**config.mk**
```make
export PLATFORM = sky130hd
export DESIGN_NAME = output_port_arbiter
export DESIGN_NICKNAME = d
export VERILOG_FILES = /design/src/rtl/output_port_arbiter.sv
export SDC_FILE = /design/constraint.sdc
export NUM_CORES = 1
export LEC_CHECK = 0
export CAP_MARGIN = 20
export CELL_PAD_IN_SITES_DETAIL_PLACEMENT = 1
export CELL_PAD_IN_SITES_GLOBAL_PLACEMENT = 2
export CORE_ASPECT_RATIO = 0.5
export CORE_UTILIZATION = 38
export DETAILED_ROUTE_END_ITERATION = 6
export PLACE_DENSITY_LB_ADDON = 0.1
export SYNTH_ARGS = -nofsm -noshare
export SYNTH_HDL_FRONTEND = slang
export SYNTH_SLANG_ARGS = --single-unit
```
**constraint.sdc**
```tcl
create_clock -name clk -period 6.9 [get_ports clk]
set_input_delay 1.035 -clock clk [delete_from_list [all_inputs] [get_ports clk]]
set_output_delay 1.035 -clock clk [all_outputs]
set_load 0.01 [all_outputs]
```
**src/rtl/output_port_arbiter.sv**
```systemverilog
// Round-robin drain of a leaf's output-port queues into a 4-entry buffer feeding the BFT link.
// Optional stall counter output arb_stall_cnt is built when ARB_STALL_CNT_EN is defined.
module output_port_arbiter #(
  parameter int PACKET_BITS   = 97,
  parameter int NUM_OUT_PORTS = 4,
  parameter int PAYLOAD_BITS  = 64
) (
  input  logic                                 clk,
  input  logic                                 reset,
  input  logic [NUM_OUT_PORTS-1:0]             empty_vec,
  input  logic [NUM_OUT_PORTS*PACKET_BITS-1:0] internal_out_flat,
  output logic [NUM_OUT_PORTS-1:0]             rd_en_sel_vec,
  output logic [PACKET_BITS-1:0]               dout_leaf_interface2bft,
  input  logic                                 ready_bft2leaf,
  input  logic                                 is_done_mode
`ifdef ARB_STALL_CNT_EN
  ,
  output logic [PAYLOAD_BITS-1:0]              arb_stall_cnt
`endif
);

  localparam int BUF_DEPTH = 4;
  localparam int PTR_W     = (NUM_OUT_PORTS > 1) ? $clog2(NUM_OUT_PORTS) : 1;

  logic [NUM_OUT_PORTS-1:0] cand;
  logic [PACKET_BITS-1:0]   port_pkt [NUM_OUT_PORTS];
  logic [PTR_W-1:0]         rr_ptr;
  logic [PTR_W-1:0]         pending_idx;
  logic [PTR_W-1:0]         grant_idx;
  logic [PTR_W-1:0]         hi_idx;
  logic [PTR_W-1:0]         lo_idx;
  logic [PTR_W-1:0]         next_rr;
  logic                     hi_found;
  logic                     pending;
  logic                     grant;
  logic [2:0]               count;
  logic [2:0]               occupancy;
  logic [1:0]               wr_ptr;
  logic [1:0]               rd_ptr;
  logic [PACKET_BITS-1:0]   mem [BUF_DEPTH];
  logic [PACKET_BITS-1:0]   captured;
  logic                     push;
  logic                     pop;

  if (NUM_OUT_PORTS < 2) begin : g_bad_ports
    $error("output_port_arbiter needs at least two output ports");
  end

  assign cand = ~empty_vec;

  for (genvar i = 0; i < NUM_OUT_PORTS; i++) begin : g_unpack
    assign port_pkt[i] = internal_out_flat[i*PACKET_BITS +: PACKET_BITS];
  end

  // Lowest candidate at or above rr_ptr wins; otherwise wrap to the lowest candidate overall.
  always_comb begin
    hi_found = 1'b0;
    hi_idx   = '0;
    lo_idx   = '0;
    for (int i = NUM_OUT_PORTS - 1; i >= 0; i--) begin
      if (cand[i]) begin
        lo_idx = PTR_W'(i);
        if (PTR_W'(i) >= rr_ptr) begin
          hi_found = 1'b1;
          hi_idx   = PTR_W'(i);
        end
      end
    end
    grant_idx = hi_found ? hi_idx : lo_idx;
  end

  // A pop in the same cycle is not credited, so the buffer can never overflow.
  assign occupancy = count + {2'b00, pending};
  assign grant     = !reset && !is_done_mode && (|cand) && (occupancy < 3'(BUF_DEPTH));
  assign next_rr   = (grant_idx == PTR_W'(NUM_OUT_PORTS - 1)) ? '0 : grant_idx + 1'b1;

  assign rd_en_sel_vec = grant ? (NUM_OUT_PORTS'(1) << grant_idx) : '0;

  always_ff @(posedge clk) begin
    if (reset) begin
      rr_ptr      <= '0;
      pending     <= 1'b0;
      pending_idx <= '0;
    end else begin
      pending <= grant;
      if (grant) begin
        pending_idx <= grant_idx;
        rr_ptr      <= next_rr;
      end
    end
  end

  // A granted port without credit returns an invalid packet, which is simply dropped.
  assign captured = port_pkt[pending_idx];
  assign push     = pending && captured[PACKET_BITS-1];
  assign pop      = (count != 3'd0) && ready_bft2leaf;

  always_ff @(posedge clk) begin
    if (reset) begin
      wr_ptr <= 2'd0;
      rd_ptr <= 2'd0;
      count  <= 3'd0;
    end else begin
      if (push) wr_ptr <= wr_ptr + 2'd1;
      if (pop)  rd_ptr <= rd_ptr + 2'd1;
      case ({push, pop})
        2'b10:   count <= count + 3'd1;
        2'b01:   count <= count - 3'd1;
        default: count <= count;
      endcase
    end
  end

  always_ff @(posedge clk) begin
    if (push && !reset) mem[wr_ptr] <= captured;
  end

  assign dout_leaf_interface2bft = (count != 3'd0) ? mem[rd_ptr] : '0;

`ifdef ARB_STALL_CNT_EN
  // Counts cycles where the switch holds off a waiting packet outside done mode.
  always_ff @(posedge clk) begin
    if (reset) begin
      arb_stall_cnt <= '0;
    end else if ((count != 3'd0) && !ready_bft2leaf && !is_done_mode) begin
      arb_stall_cnt <= arb_stall_cnt + PAYLOAD_BITS'(1);
    end
  end
`else
  if (PAYLOAD_BITS < 1) begin : g_bad_payload
    $error("PAYLOAD_BITS must be positive");
  end
`endif

endmodule

```
==> results.json, run 1 <==
{
  "status": "finished clean",
  "max_clock_freq_ghz": 0.237,
  "drive_gt1_frac": 0.204,
  "endpoint_kind": "output port",
  "post_cts_resized": 0,
  "io_buffers": 496,
  "cts_tree": "yes",
  "syn2layout_area_growth_pct": 38.1,
  "dr.first_iter.drc_count": 521,
  "vias": 9965,
  "yosys_register_bits": 402,
  "worstPathArrival_ps": 3180,
  "drt_wl_total_um": 43800,
  "synth_top_area_cell": "edfxtp_1",
  "fin_tns_setup_ps": 0,
  "min_from": "rd_ptr[0]",
  "slowest_stage": "clkdlybuf4s50_1",
  "worst-path-max-fanout": 14,
  "hpwl_um": 30100,
  "gp_congestion": 0.704,
  "cts.clk_slew.worst_paths_ps": 60,
  "drc": 0,
  "fin_worst_skew_ps": 18.1,
  "synth_cell_types": 33,
  "critPathMaxStageDelay_ps": 730,
  "worst_pin_slew_ps": 1030,
  "multi_input_area_mm2": 0.00549,
  "grt_first_pass_wirelength_um": 66800,
  "clock_latency_ps": 520,
  "final_common_cell": "clkdlybuf4s50_1",
  "antenna_found_initial": 0,
  "fin_crit_sh": 0.611,
  "ir_drop_v": 0.000180,
  "htreeDepth": 2,
  "final_cell_mix": "clkdlybuf4s50_1, edfxtp_1, mux4_2",
  "layout.area.seq_mm2": 0.0119,
  "hold_path.class": "reg -> reg",
  "cts_hold_buf": 0,
  "die_area_mm2": 0.0475,
  "avgSynthCellArea_um2": 21.6,
  "gr-total-overflow": 0,
  "critPathLaunch": "reset",
  "start_kind": "input port",
  "hold_ws_ps": 540,
  "synth_seq_area_share": 0.674,
  "cap_violations": 0,
  "relSlewSlack": 0.312,
  "cp.required_ps": 5860,
  "syn-num-nets": 1225,
  "rr_startpoint": "pending_idx[1]",
  "post_cts_buffers": 0,
  "yosys.area.top_type_share": 0.658,
  "die-height_um": 155,
  "critical_path_buf_inv_count": 2,
  "clock_path_buffers": 3,
  "core-area_mm2": 0.0456,
  "ys.warnings.count": 0,
  "synthTopCellsByArea": "edfxtp_1, mux4_2, nor2b_1",
  "cts.sinks": 402,
  "die-width_um": 307,
  "worstSetupPathType": "in -> out",
  "min_period_ps": 4220,
  "slew_violations": 0,
  "ioPinCount": 497,
  "first_pass_iters": 4,
  "n_fill_cell": 4128,
  "hold_viol": 0,
  "netlist_instances": 819,
  "worstPathCellList": "clkdlybuf4s50_1, nor4b_4, and2_1, clkdlybuf4s50_1",
  "worst_slack_ps": 2680,
  "pre_cts_slack_ps": 2670,
  "cts_inserted_buffers": 36,
  "powerDensity_mw_per_mm2": 273,
  "rsz0062_at_grt": "no",
  "synth_area_mm2": 0.0177,
  "cpMostUsedCell": "clkdlybuf4s50_1",
  "grt_max_degree": 63,
  "track_usage": 0.186,
  "cts-root-buf": "clkbuf_16",
  "rows": 55,
  "leakage_nw": 7.52,
  "viasPerCell": 5.07,
  "wl_per_cell_um": 22.3,
  "num_antenna_cells": 0,
  "num-nets-final": 1718,
  "first_global_vias": 11500,
  "initial_core_util": 0.388,
  "crit_family": "buffers and inverters",
  "ant_nets": 0,
  "finalSetupViolCount": 0
}
## layer usage
layer,part of all wire,vias up,global-route usage
met5,0,-,0
met4,0.013,0,0.0317
met3,0.033,40,0.0307
met2,0.57,160,0.357
met1,0.38,5346,0.220
li1,-,4419,-
## stage by stage
step	instances	area (µm²)	power, mW	util
after floorplan	819	17700	3.84	-
after CTS	1964	24400	6.78	0.536
after global placement	1901	23300	4.83	0.512
after detailed placement	1901	23300	4.86	0.512
final	1964	24400	6.66	0.536
after global routing	1964	24400	6.96	0.536
## tightest hold or removal path: cells and delay by family (launching register included)
kind             cells  cell delay, ps
AND/OR/NAND/NOR      1              80
flip-flops           1             340
XOR/XNOR             1              90
## cell usage after synthesis (all sizes together)
library cell,number
o221a,1
a211oi,2
mux4,194
nand2b,1
mux2i,4
or3,1
nand2,2
clkbuf,23
fa,1
dfxtp,14
nor2,13
a21oi,4
nor4b,1
buf,32
or2,1
and3b,1
xor2,3
inv,8
nor2b,99
nor3,1
nand3,2
o22ai,1
edfxtp,388
xnor2,3
and2,9
o21ai,1
ha,9
## worst paths after layout
| kind | end | slack [ps] | cells after the start |
|---|---|---|---|
| worst max-delay path | rd_en_sel_vec[0] | 2680 | 4 |
| worst min-delay path | rd_ptr[0] | 540 | 2 |
| worst max register to register | mem[0][21] | 3400 | 4 |
| worst min register to register | rd_ptr[0] | 540 | 2 |
## sequential cells by signal (all words and copies together) (netlist names), named ones only
signal,cells
pending_idx,2
wr_ptr,2
mem,388
rr_ptr,2
count,3
pending,1
rd_ptr,2
## report_power, final
part / switching (mW) / internal, mW
registers: 0.0663 / 2.75
clock network: 0.857 / 1.06
logic: 0.836 / 1.09
## layout make-up
type | count | share of cell area
flip-flops and latches | 402 | 0.489
multi-input cells | 354 | 0.225
repair buffers | 510 | 0.208
clock buffers | 47 | 0.0407
well taps | 627 | 0.0321
clock inverters | 16 | 0.00435
inverters | 8 | 0.00123
## kinds of logic after synthesis
family                   Yosys count  share of synthesized area
XOR/XNOR                           6                    0.00297
multiplexers                     198                      0.249
AND/OR/NAND/NOR                  131                     0.0459
AO/OA/AOI/OAI                      9                    0.00354
buffers and inverters             63                     0.0166
flip-flops                       402                      0.674
adder cells (fa/ha/maj)           10                    0.00750
Power figures use the tool's default switching activity.
==> inputs of run 2 (changes only) <==
CORE_UTILIZATION = 35   (was 38)
clock period = 4 ns   (was 6.9 ns; I/O delays follow)
==> results.json, run 2 (synthesized netlist as in run 1, its figures left out) <==
{
  "syn2layout_area_growth_pct": 39.5,
  "power.internal_mw": 8.62,
  "grt_first_pass_wirelength_um": 69300,
  "cts.clk_slew.worst_paths_ps": 70,
  "gr-total-overflow": 0,
  "slowest_stage": "dfxtp_4",
  "p_sw_frac": 0.265,
  "hold_viol": 0,
  "crit_family": "buffers and inverters",
  "drive_gt1_frac": 0.208,
  "hpwl_um": 32100,
  "viasPerCell": 4.97,
  "ant_nets": 0,
  "fin_crit_sh": 0.863,
  "clkPwrFrac": 0.295,
  "seq_power_share": 0.413,
  "relSlewSlack": 0.416,
  "min_period_ps": 3450,
  "cts-root-buf": "clkbuf_16",
  "ioPinCount": 497,
  "initial_core_util": 0.360,
  "cts_tree": "yes",
  "grt_max_degree": 98,
  "leakage_nw": 7.61,
  "wl_per_cell_um": 23.1,
  "largest_register_ffs": 388,
  "fin_worst_skew_ps": 13.8,
  "track_usage": 0.179,
  "fin_tns_setup_ps": 0,
  "start_kind": "flip-flop",
  "num-nets-final": 1728,
  "critical_path_buf_inv_count": 2,
  "endpoint_kind": "output port",
  "powerDensity_mw_per_mm2": 475,
  "final_cell_mix": "clkdlybuf4s50_1, edfxtp_1, mux4_2",
  "ir_drop_v": 0.000505,
  "final_common_cell": "clkdlybuf4s50_1",
  "gp_congestion": 0.712,
  "finalSetupViolCount": 0,
  "n_fill_cell": 4506,
  "fin_util": 0.502,
  "vias": 9923,
  "cp.required_ps": 3400,
  "combPwrFrac": 0.293,
  "die-width_um": 320,
  "regMostFlops": "mem",
  "slew_violations": 0,
  "final_area_mm2": 0.0247,
  "antenna_found_initial": 0,
  "worst-path-max-fanout": 19,
  "post_cts_buffers": 0,
  "reg.largest.list": "mem (388), count (3)",
  "p_sw_mw": 3.10,
  "hold_path.class": "reg -> reg",
  "worst_slack_ps": 548,
  "worstSetupPathType": "reg -> out",
  "rsz0062_at_grt": "no",
  "first_pass_iters": 4,
  "dr.first_iter.drc_count": 465,
  "dpl-instance-area_mm2": 0.0235,
  "htreeDepth": 2,
  "post_cts_resized": 0,
  "status": "finished clean",
  "first_global_vias": 11600,
  "worstPathCellList": "buf_4, mux4_2, nor2b_1, clkdlybuf4s50_1",
  "cts.sinks": 402,
  "clock_path_buffers": 3,
  "max_clock_freq_ghz": 0.290,
  "cap_violations": 0,
  "cts_inserted_buffers": 37,
  "critPathMaxStageDelay_ps": 610,
  "worst_pin_slew_ps": 876,
  "cts_hold_buf": 0,
  "core-area_mm2": 0.0492,
  "die-height_um": 161,
  "io_buffers": 496,
  "hold_ws_ps": 555,
  "rows": 57,
  "die_area_mm2": 0.0515,
  "pre_cts_slack_ps": 622,
  "drc": 0,
  "worstPathArrival_ps": 2850,
  "clock_latency_ps": 520,
  "drt_wl_total_um": 46100
}
[run 2: cell count changes in the layout (fill, tap and decap cells not counted), sizes merged]
cell and delta:
buf +9, bufinv +3, clkbuf -2, clkinv -1, diode +1, inv -1
[run 2: layout make-up]
type                    count  area [µm²]  share of cell area
repair buffers            519        5280               0.214
clock buffers              45         956              0.0387
well taps                 649         812              0.0329
flip-flops and latches    402       11900               0.484
diodes                      1        2.50            0.000101
multi-input cells         354        5490               0.222
inverters                   8        30.0             0.00122
clock inverters            17         184             0.00745
[run 2: worst paths after layout]
check | start | to | slack, ps | cells after the start
min reg2reg | rr_ptr[0] | rr_ptr[0] | 560 | 2
max reg2reg | pending_idx[0] | count[2] | 1310 | 8
max | flip-flop | dout_leaf_interface2bft[66] | 550 | 4
min | rr_ptr[0] | rr_ptr[0] | 560 | 2
[run 2: per-stage QoR]
step	power (mW)	instances
finish	11.7	1995
global route	12.2	1994
global placement	8.43	1932
floorplan	6.63	819
CTS	12.0	1994
detailed placement	8.47	1932
[run 2: layer usage]
metal / track usage / part of all wire / up-vias / wire length, µm
li1: - / - / 4443 / -
met3: 0.0271 / 0.027 / 43 / 1270
met4: 0.0320 / 0.014 / 0 / 640
met2: 0.350 / 0.57 / 143 / 26500
met5: 0 / 0 / - / 0
met1: 0.210 / 0.38 / 5294 / 17700
[run 2: tightest hold or removal path: cells and delay by family (launching register included)]
| kind | cells | cell delay (ps) |
|---|---|---|
| AO/OA/AOI/OAI | 1 | 60 |
| AND/OR/NAND/NOR | 1 | 110 |
| flip-flops | 1 | 340 |
[run 2: power groups by stage]
stage,logic (mW),clock network [mW],registers [mW]
after floorplan,1.77,0,4.86
after global placement,3.50,0,4.93
after detailed placement,3.54,0,4.93
after CTS,3.56,3.56,4.84
after global routing,3.69,3.70,4.85
final,3.43,3.45,4.84
